--- config.mk ---
export PLATFORM = sky130hd
export DESIGN_NAME = pia_bus_arbiter
export DESIGN_NICKNAME = d
export VERILOG_FILES = /design/src/rtl/pia_bus_arbiter.sv
export SDC_FILE = /design/constraint.sdc
export NUM_CORES = 1
export LEC_CHECK = 0
export ABC_AREA = 1
export CORE_ASPECT_RATIO = 1.1
export CORE_MARGIN = 1.5
export CORE_UTILIZATION = 47
export DETAILED_ROUTE_END_ITERATION = 16
export GPL_ROUTABILITY_DRIVEN = 0
export GPL_TIMING_DRIVEN = 0
export PLACE_DENSITY = 0.89
export SLEW_MARGIN = 20
export SYNTH_ARGS = -nofsm -noshare
export SYNTH_HDL_FRONTEND = slang
export SYNTH_SLANG_ARGS = --single-unit
--- constraint.sdc ---
create_clock -name clk_i -period 2.8 [get_ports clk_i]
set_input_delay 0.28 -clock clk_i [delete_from_list [all_inputs] [get_ports clk_i]]
set_output_delay 0.28 -clock clk_i [all_outputs]
set_load 0.03 [all_outputs]
--- src/rtl/pia_bus_arbiter.sv ---
// Two-requester (CPU / host) arbiter in front of a PIA register port.
// Each access takes three cycles: arbitrate in IDLE, strobe in ISSUE, acknowledge in CAPTURE.
module pia_bus_arbiter #(
    parameter int unsigned STARVE_LIMIT = 4
) (
    input  logic       clk_i,
    input  logic       rst_i,
    input  logic       cpu_req_i,
    input  logic       cpu_we_i,
    input  logic [6:0] cpu_adr_i,
    input  logic [7:0] cpu_dat_i,
    output logic       cpu_ack_o,
    output logic [7:0] cpu_dat_o,
    input  logic       host_req_i,
    input  logic       host_we_i,
    input  logic [6:0] host_adr_i,
    input  logic [7:0] host_dat_i,
    output logic       host_ack_o,
    output logic [7:0] host_dat_o,
    output logic       pia_stb_o,
    output logic       pia_we_o,
    output logic [6:0] pia_adr_o,
    output logic [7:0] pia_dat_o,
    input  logic [7:0] pia_dat_i,
    output logic       busy_o
);

    // state   | meaning
    // IDLE    | sample requests, arbitrate, latch winner's command
    // ISSUE   | strobe latched command to the PIA
    // CAPTURE | ack the granted requester, return read data
    typedef enum logic [1:0] {IDLE, ISSUE, CAPTURE} state_e;

    localparam logic [3:0] LIMIT = 4'(STARVE_LIMIT);

    state_e     state_q, state_d;
    logic       gnt_host_q, gnt_host_d;
    logic       cmd_we_q, cmd_we_d;
    logic [6:0] cmd_adr_q, cmd_adr_d;
    logic [7:0] cmd_dat_q, cmd_dat_d;
    logic [3:0] starve_q, starve_d;
    logic [7:0] cpu_dat_q, cpu_dat_d;
    logic [7:0] host_dat_q, host_dat_d;

    always_comb begin
        state_d    = state_q;
        gnt_host_d = gnt_host_q;
        cmd_we_d   = cmd_we_q;
        cmd_adr_d  = cmd_adr_q;
        cmd_dat_d  = cmd_dat_q;
        starve_d   = starve_q;
        cpu_dat_d  = cpu_dat_q;
        host_dat_d = host_dat_q;
        case (state_q)
            IDLE: begin
                if (cpu_req_i || host_req_i) begin
                    state_d = ISSUE;
                    if (host_req_i && (!cpu_req_i || starve_q >= LIMIT)) begin
                        gnt_host_d = 1'b1;
                        cmd_we_d   = host_we_i;
                        cmd_adr_d  = host_adr_i;
                        cmd_dat_d  = host_dat_i;
                        starve_d   = 4'd0;
                    end else begin
                        gnt_host_d = 1'b0;
                        cmd_we_d   = cpu_we_i;
                        cmd_adr_d  = cpu_adr_i;
                        cmd_dat_d  = cpu_dat_i;
                        // only a contested CPU win counts toward host starvation
                        if (host_req_i) starve_d = starve_q + 4'd1;
                    end
                end
            end
            ISSUE: state_d = CAPTURE;
            CAPTURE: begin
                state_d = IDLE;
                if (!cmd_we_q) begin
                    if (gnt_host_q) host_dat_d = pia_dat_i;
                    else            cpu_dat_d  = pia_dat_i;
                end
            end
            default: state_d = IDLE;
        endcase
    end

    always_ff @(posedge clk_i or negedge rst_i) begin
        if (!rst_i) begin
            state_q    <= IDLE;
            gnt_host_q <= 1'b0;
            cmd_we_q   <= 1'b0;
            cmd_adr_q  <= '0;
            cmd_dat_q  <= '0;
            starve_q   <= '0;
            cpu_dat_q  <= '0;
            host_dat_q <= '0;
        end else begin
            state_q    <= state_d;
            gnt_host_q <= gnt_host_d;
            cmd_we_q   <= cmd_we_d;
            cmd_adr_q  <= cmd_adr_d;
            cmd_dat_q  <= cmd_dat_d;
            starve_q   <= starve_d;
            cpu_dat_q  <= cpu_dat_d;
            host_dat_q <= host_dat_d;
        end
    end

    // Outputs decode straight from registers, so reset kills strobe/ack without a clock.
    assign pia_stb_o  = (state_q == ISSUE);
    assign pia_we_o   = pia_stb_o & cmd_we_q;
    assign pia_adr_o  = pia_stb_o ? cmd_adr_q : 7'd0;
    assign pia_dat_o  = pia_stb_o ? cmd_dat_q : 8'd0;
    assign cpu_ack_o  = (state_q == CAPTURE) & ~gnt_host_q;
    assign host_ack_o = (state_q == CAPTURE) &  gnt_host_q;
    assign busy_o     = (state_q != IDLE);

    // PIA read data only becomes valid in CAPTURE, so pass it through while ack is high
    assign cpu_dat_o  = (cpu_ack_o  && !cmd_we_q) ? pia_dat_i : cpu_dat_q;
    assign host_dat_o = (host_ack_o && !cmd_we_q) ? pia_dat_i : host_dat_q;

endmodule

# Yosys cells after proc, flatten, opt, wreduce, memory -nomap -nowiden
# Index checks and enable logic that the tools add are counted.
[word_totals] reg_bits=39 inputBits=44
[op_classes] n_addsub=1 order_cmp=1 n_eq_ne=3 mux=12 n_bitwise=5 n_reduce_logical=14
[op_table] operator="two-way mux 8 bit" n=4
[op_table] operator="two-way mux 7 bit" n=2
[op_table] operator="AND reduction 3 bit" n=3
[op_table] operator="two-way mux 4 bit" n=2
[op_table] operator="adder 4 x 1 -> 4 bit (second input constant)" n=1
[op_table] operator="greater-or-equal comparator 4 x 3 -> 1 bit (second input constant)" n=1
[op_table] operator="one-hot mux 2 bit (2 select lines)" n=1
[op_table] operator="nonzero test 2 bit" n=2
[op_table] operator="bitwise AND 1 bit" n=3
[op_table] operator="logical AND 1 bit" n=3
[op_table] operator="== test 2 x 1 -> 1 bit (second input constant)" n=1
[op_table] operator="== test 2 bit (second input constant)" n=1
[op_table] operator="zero test 1 bit" n=2
[op_table] operator="zero test 2 bit" n=1
[op_table] operator="logical OR 1 bit" n=2
[op_table] operator="two-way mux 1 bit" n=2
[op_table] operator="two-way mux 2 bit" n=1
[op_table] operator="inequality test 2 bit (second input constant)" n=1
[op_table] operator="inverter 1 bit" n=2
[op_table] operator="AND reduction 2 bit" n=1

# Depth between registers and ports, before layout
# Gate-level depths: netlist (run 1).
[logic_depth] depth_word=5 ltp_mapped=7 depth_no_buf=6

# Worst setup path after synthesis (run 1)
# OpenSTA, ideal clock, no wires.
[synth_timing] path_kind="register to output" from="reg state_q[0]" to="out pia_adr_o[3]" arrival_time_ns=1.734 required_ns=2.520 slack_ns=0.786 stages_incl_launch_ff=6 cell_sequence="dfrtp_1 > inv_1 > nor2_1 > inv_1 > clkbuf_1 > nor2_1"
[synth_between] elab_chain_len=2
[synth_rtl] element="start, declared" line_no="36" text="state_e state_q, state_d;"
[synth_rtl] element="start signal, assigned" line_no="97" text="state_q <= state_d;"
[synth_rtl] element="== test 2 x 1 -> 1 bit" line_no="109" text="assign pia_stb_o = (state_q == ISSUE);"
[synth_rtl] element="named net pia_stb_o" line_no="20" text="output logic pia_stb_o,"
[synth_rtl] element="two-way mux 7 bit" line_no="111" text="assign pia_adr_o = pia_stb_o ? cmd_adr_q : 7'd0;"
[synth_rtl] element="end, declared" line_no="22" text="output logic [6:0] pia_adr_o,"
# The timed path passes the listed nets, and every way through them passes these cells.

# Worst setup path after layout (run 1)
[layout_timing] from="reg state_q[1]" to="out host_dat_o[4]"
[layout_between] elab_chain_len=4
[layout_rtl] element="== test 2 bit" line_no="114" text="assign host_ack_o = (state_q == CAPTURE) & gnt_host_q;"
[layout_rtl] element="bitwise AND 1 bit" line_no="114"
[layout_rtl] element="logical AND 1 bit" line_no="119" text="assign host_dat_o = (host_ack_o && !cmd_we_q) ? pia_dat_i : host_dat_q;"
[layout_rtl] element="two-way mux 8 bit" line_no="119"
[layout_rtl] element="end, declared" line_no="19" text="output logic [7:0] host_dat_o,"
# No other way between the ends.

==> flow_metrics.py, run 1 <==
metrics = {
    "global_routing": {
        "grt_pass1_vias": 1959,
        "grt_util_met3_pct": 6.667,
        "grt_use_total_pct": 23.01,
        "grt_busiest_layer": "met2",
        "groute.layer.met1.usage_pct": 26.77,
        "grt.met2_usage_pct": 41.98,
        "antenna_found_initial": 0,
        "overflow": 0,
        "grt_start_max_net_pins": 22,
        "grt_first_pass_wirelength_um": 8549,
    },
    "sta": {
        "fin_crit_ns": 2.551,
        "finalHoldViolations": 0,
        "fin_worst_skew_ns": 0.005767,
        "hold-worst-slack_ns": 0.3673,
        "period_share_pct": 91.12,
        "worst_slew_pin_slew_ns": 0.5113,
        "rsz0062_at_grt": "no",
        "slew_headroom_pct": 65.91,
        "slew_violations": 0,
        "finalSetupTns_ns": 0,
        "setup_viol": 0,
        "finalWorstSetupSlack_ns": 0.2485,
        "clock.fmax_ghz": 0.3919,
    },
    "worst_setup_path": {
        "critPathCaptureType": "output port",
        "rrSetupSlack_ns": 1.31,
        "start_kind": "flip-flop",
        "worstPathRequired_ns": 2.52,
        "path_class": "flip-flop to output port",
        "critPathMaxFanout": 10,
        "r2r_cells": 7,
        "r2r_end": "cmd_dat_q[6]",
        "r2r-start": "starve_q[2]",
        "endpoint": "host_dat_o[4]",
        "startpoint": "state_q[1]",
        "arrival_ns": 2.27,
    },
    "drt": {
        "wirelength_um": 4993,
        "postRouteAntennaNets": 0,
        "via_per_inst": 4.802,
        "first_pass_iters": 4,
        "drc_errors": 0,
        "vias": 2065,
        "wl_per_cell_um": 11.61,
        "dr.first_iter.drc_count": 171,
    },
    "synthesis": {
        "yosysTopAreaCell": "dfrtp_1",
        "netlist_top_cells_area": "dfrtp_1 47%, nand2_1 13%, inv_1 12%",
        "synth_top_family_by_area": "simple AND/OR/NAND/NOR gates",
        "synthAdderAreaFrac_pct": 0.6086,
        "synth-seq-area-share_pct": 47.47,
        "synth_common_cells": "71 x nand2_1, 67 x inv_1, 39 x dfrtp_1, 34 x nand3_1, 34 x o21ai_0",
        "syn_nets": 333,
        "synthArstFlopShare_pct": 100.0,
        "synthMuxAreaShare_pct": 0,
        "netlist_area_sq_um": 2056,
        "synth_compound_area_share_pct": 9.373,
        "synth_ff_type": "dfrtp_1",
        "synthDistinctLibCells": 18,
        "yosys.area_share.simple_pct": 26.35,
        "synth_xor_area_share_pct": 0.4260,
        "avgSynthCellArea_sq_um": 7.138,
        "yosysTopAreaCellShare_pct": 47.47,
        "yosys.cell_count.top_type": "nand2_1",
        "syn_inst": 288,
        "yosysWarningCount": 0,
        "ys_ff_latch": 39,
        "synth_enable_flop_cells": 0,
    },
    "power": {
        "switching_share_pct": 43.98,
        "p_seq_share_pct": 28.9,
        "p_switching_mw": 1.448,
        "internal_power_mw": 1.844,
        "power_leakage_nw": 1.616,
        "pwr_density_cell_nw_per_um2": 1077,
        "peakVddDrop_uv": 718.2,
        "pwr-share-clk_pct": 14.6,
        "combPwrFrac_pct": 56.5,
    },
    "floorplanning": {
        "ios": 80,
        "die_w_um": 66.06,
        "die_h_um": 72.37,
        "die-area_sq_um": 4780,
        "fp-row-count": 25,
        "coreArea_sq_um": 4254,
        "start_util_pct": 48.32,
    },
    "final_layout": {
        "layout.nets": 420,
        "syn_to_final_growth_pct": 48.69,
        "layout.cells.non_filler": 430,
        "layout-drive-gt1-share_pct": 6.383,
        "num_antenna_cells": 0,
        "design_area_sq_um": 3057,
    },
    "placement": {
        "hpwl_um": 3782,
        "placed_cells": 421,
        "placed_area_sq_um": 2927,
        "dp_slack_ns": 0.5496,
        "io_buffer_count": 78,
    },
    "clock_tree": {
        "postCtsSetupBuffers": 0,
        "clock_sink_count": 39,
        "cts_root_buf": "clkbuf_8",
        "clk_pin_slew_ns": 0.08,
        "clk_latency_ns": 0.29,
        "numCtsBuffers": 5,
        "htree_levels": 2,
        "clockBufferDepth": 2,
        "cts_tree": "done",
    },
    "outcome": {
        "status": "complete, no violations",
    },
    "job": {
        "maxCapViolCount": 0,
    },
    "worst_hold_path": {
        "hold_class": "input port to flip-flop",
    },
}
==> worst max-delay path, cell delays in order (launching register included) <==
cell             delay [ns]
dfrtp_1                0.40
inv_1                  0.07
nor2_2                 0.12
nand3_1                0.19
clkbuf_1               0.26
o21ai_0                0.22
clkdlybuf4s50_1        0.70
==> power groups by stage <==
stage | logic (mW) | registers, mW | clock network [mW]
3_5_place_dp | 1.86 | 0.961 | 0
5_1_grt | 2.03 | 0.983 | 0.510
3_3_place_gp | 1.82 | 0.949 | 0
2_1_floorplan | 1.16 | 0.930 | 0
4_1_cts | 1.88 | 0.952 | 0.490
6_report | 1.86 | 0.951 | 0.482
==> sequential cells by signal, indices dropped and copies added (netlist names) <==
signal and count:
cmd_we_q 1, cpu_dat_q 8, cmd_adr_q 7, host_dat_q 8, gnt_host_q 1, state_q 2
starve_q 4, cmd_dat_q 8
==> worst min-delay path by stage <==
stage | startpoint | to | cells past startpoint
2_1_floorplan | rst_i | cmd_adr_q[0] | 0
3_3_place_gp | host_dat_q[6] | host_dat_q[6] | 2
3_5_place_dp | rst_i | host_dat_q[5] | 1
4_1_cts | host_req_i | cmd_adr_q[5] | 4
5_1_grt | host_req_i | cmd_dat_q[2] | 4
6_report | host_req_i | cmd_adr_q[5] | 4
==> cell usage in the layout, fill, tap and decap left out <==
cell type / netlist / layout
nor2_1: 23 / 23
o22ai_1: 1 / 1
nand2_1: 71 / 71
a21oi_4: 1 / 1
nor2_2: 2 / 2
clkinv_2: 0 / 1
buf_2: 3 / 4
xnor2_1: 1 / 1
inv_2: 2 / 2
inv_1: 67 / 67
clkbuf_1: 3 / 3
buf_6: 1 / 1
clkbuf_2: 1 / 1
clkdlybuf4s50_1: 0 / 76
buf_4: 3 / 3
nand2_2: 1 / 1
buf_16: 0 / 1
o21ai_0: 34 / 34
dlymetal6s2s_1: 0 / 1
clkbuf_8: 0 / 6
nand3_1: 34 / 34
dlygate4sd3_1: 0 / 1
dfrtp_1: 39 / 39
ha_1: 1 / 1
bufinv_16: 0 / 1
==> metrics by stage <==
| stage | power [mW] | utilization, % |
|---|---|---|
| 6_report | 3.292 | 71.85 |
| 5_1_grt | 3.527 | 71.85 |
| 3_5_place_dp | 2.821 | 68.79 |
| 4_1_cts | 3.320 | 71.79 |
| 2_1_floorplan | 2.093 | - |
| 3_3_place_gp | 2.765 | 68.26 |
==> repair_timing <==
item,in CTS,in global routing
gates resized for setup,0,1
endpoints found under the hold margin,20,0
endpoints found under the setup margin,0,1
hold buffers,1,0
==> cell families after synthesis <==
logic type,after synthesis
DFF,39
and+or+nand+nor,131
xor gates and xnor gates,1
adders and majority gates,1
AOI/OAI and AO/OA,36
buffers and inverters,80
==> layout make-up <==
cell class / count / area (sq um)
inverters: 69 / 259.0
clock inverters: 2 / 35.03
repair buffers: 80 / 815.8
well taps: 54 / 67.56
flip-flops and latches: 39 / 975.9
clock buffers: 6 / 82.58
multi-input cells: 169 / 755.7
fillers: 363 / 1197
plain buffers: 11 / 65.06
==> metal layers <==
metal,up-vias,part of all wire (%)
li1,1036,-
met4,0,0.56
met2,58,50
met3,4,7.5
met5,-,0
met1,967,41
Note: power is estimated with default switching activity, not from simulation.
==> inputs of run 2 (changes only) <==
- CORE_UTILIZATION: 47 -> 44
- PLACE_DENSITY: 0.89 -> 0.85
- SKIP_LAST_GASP: default -> 1
- clock period: 2.8 -> 2.45 ns (I/O delays scaled with it)
==> run 2 against run 1 <==
Total power is 7.1% higher; flip-flop and latch count did not move; register-to-register slack lost 0.32 ns; cell area down 0.45%; setup slack got worse by 0.017 ns; critical path depth stayed put; global-route usage is 2.5 points lower; sequential power up 15%; wire length down 1.1%; sequential share of layout area is 0.14 points higher; hold slack worse by 0.016 ns.
==> flow_metrics.py, run 2 (synthesis gave the netlist of run 1 again) <==
metrics = {
    "drt": {
        "first_pass_iters": 4,
        "wl_per_cell_um": 11.49,
        "wirelength_um": 4940,
        "vias": 2022,
        "postRouteAntennaNets": 0,
        "drc_errors": 0,
        "via_per_inst": 4.702,
        "dr.first_iter.drc_count": 72,
    },
    "sta": {
        "hold-worst-slack_ns": 0.3508,
        "fin_worst_skew_ns": 0.003399,
        "slew_headroom_pct": 69.59,
        "worst_slew_pin_slew_ns": 0.4561,
        "period_share_pct": 90.57,
        "finalHoldViolations": 0,
        "finalWorstSetupSlack_ns": 0.2311,
        "slew_violations": 0,
        "fin_crit_ns": 2.219,
        "clock.fmax_ghz": 0.4507,
        "setup_viol": 0,
    },
    "floorplanning": {
        "die_w_um": 68.17,
        "coreArea_sq_um": 4379,
        "start_util_pct": 46.94,
        "die_h_um": 74.69,
        "fp-row-count": 25,
        "die-area_sq_um": 5092,
        "ios": 80,
    },
    "worst_setup_path": {
        "start_kind": "flip-flop",
        "path_class": "flip-flop to output port",
        "worstPathRequired_ns": 2.20,
        "arrival_ns": 1.97,
        "critPathCaptureType": "output port",
        "rrSetupSlack_ns": 0.99,
        "critPathMaxFanout": 10,
    },
    "power": {
        "total_power_mw": 3.526,
        "peakVddDrop_uv": 775.5,
        "pwr_density_cell_nw_per_um2": 1159,
        "power_leakage_nw": 1.844,
    },
    "global_routing": {
        "grt_util_met3_pct": 4.335,
        "grt_first_pass_wirelength_um": 7852,
        "groute.layer.met1.usage_pct": 23.70,
        "grt_start_max_net_pins": 31,
        "grt_use_total_pct": 20.51,
        "grt_pass1_vias": 1874,
        "grt_busiest_layer": "met2",
        "overflow": 0,
        "antenna_found_initial": 0,
        "grt.met2_usage_pct": 36.68,
    },
    "clock_tree": {
        "clockBufferDepth": 2,
        "clock_sink_count": 39,
        "cts_root_buf": "clkbuf_8",
        "numCtsBuffers": 5,
        "cts_tree": "done",
        "clk_latency_ns": 0.28,
        "htree_levels": 2,
        "clk_pin_slew_ns": 0.07,
    },
    "job": {
        "maxCapViolCount": 0,
    },
    "worst_hold_path": {
        "hold_class": "input port to flip-flop",
    },
    "final_layout": {
        "fillers": 365,
        "syn_to_final_growth_pct": 48.02,
        "seqCellArea_sq_um": 975.9,
        "layout-drive-gt1-share_pct": 5.851,
        "multi_input_area_sq_um": 755.7,
        "layout_commonest_cell": "nand2_1",
        "final_cell_mix": "71 x nand2_1, 67 x inv_1, 51 x clkdlybuf4s50_1, 39 x dfrtp_1",
        "layout.nets": 420,
        "top_regs": "cmd_dat_q: 8 flops, cpu_dat_q: 8 flops, host_dat_q: 8 flops",
        "num_antenna_cells": 0,
    },
    "placement": {
        "hpwl_um": 3744,
        "dp_slack_ns": 0.2544,
        "io_buffer_count": 78,
    },
    "outcome": {
        "status": "complete, no violations",
    },
}
[run 2: area by class of cell]
| class | count | share of cell area (%) |
|---|---|---|
| multi-input cells | 169 | 24.84 |
| clock inverters | 1 | 0.1645 |
| flip-flops and latches | 39 | 32.07 |
| well taps | 54 | 2.220 |
| repair buffers | 80 | 27.55 |
| inverters | 69 | 8.511 |
| clock buffers | 7 | 2.508 |
| plain buffers | 11 | 2.138 |
[run 2: path summary, 6_finish.rpt]
path | cells after the start | start | end
max reg2reg | 7 | state_q[1] | cmd_adr_q[6]
max | 6 | state_q[1] | host_dat_o[1]
min reg2reg | 2 | host_dat_q[1] | host_dat_q[1]
min | 4 | host_req_i | cmd_dat_q[4]
min in group asynchronous | 2 | rst_i | cmd_dat_q[2]
max in group asynchronous | 3 | rst_i | cmd_adr_q[6]
[run 2: worst max-delay path: stages (launching register included)]
cell             delay (ns)
dfrtp_1                0.40
inv_1                  0.07
nor2_2                 0.12
nand3_1                0.19
clkbuf_1               0.26
o21ai_0                0.25
clkdlybuf4s15_1        0.41
[run 2: repair_timing]
action	in CTS	in global routing
buffers inserted	0	0
setup endpoints to repair	9	18
hold buffers	1	0
gates cloned	0	0
endpoints found under the hold margin	9	0
gates resized for setup	9	18
[run 2: routing by layer]
metal / share of wire, % / up-vias / wire length [um]
met1: 43 / 919 / 2127
met2: 49 / 55 / 2405
met3: 5.9 / 11 / 289
met5: 0 / - / 0
met4: 2.4 / 0 / 118
li1: - / 1037 / -
[run 2: stage by stage]
| step | area [sq um] | cells | setup TNS, ns | util (%) |
|---|---|---|---|---|
| 2_1_floorplan | 2056 | 288 | 0 | - |
| 3_3_place_gp | 2904 | 420 | 0 | 66.31 |
| 3_5_place_dp | 2919 | 421 | 0 | 66.66 |
| 4_1_cts | 2999 | 430 | 0 | 68.49 |
| 5_1_grt | 3043 | 430 | -0.004954 | 69.49 |
| 6_report | 3043 | 430 | 0 | 69.49 |
[run 2: where the power goes]
group / total (mW) / internal (mW) / switching, mW
logic: 2.03 / 0.747 / 1.29
registers: 1.09 / 0.950 / 0.141
clock network: 0.400 / 0.200 / 0.201
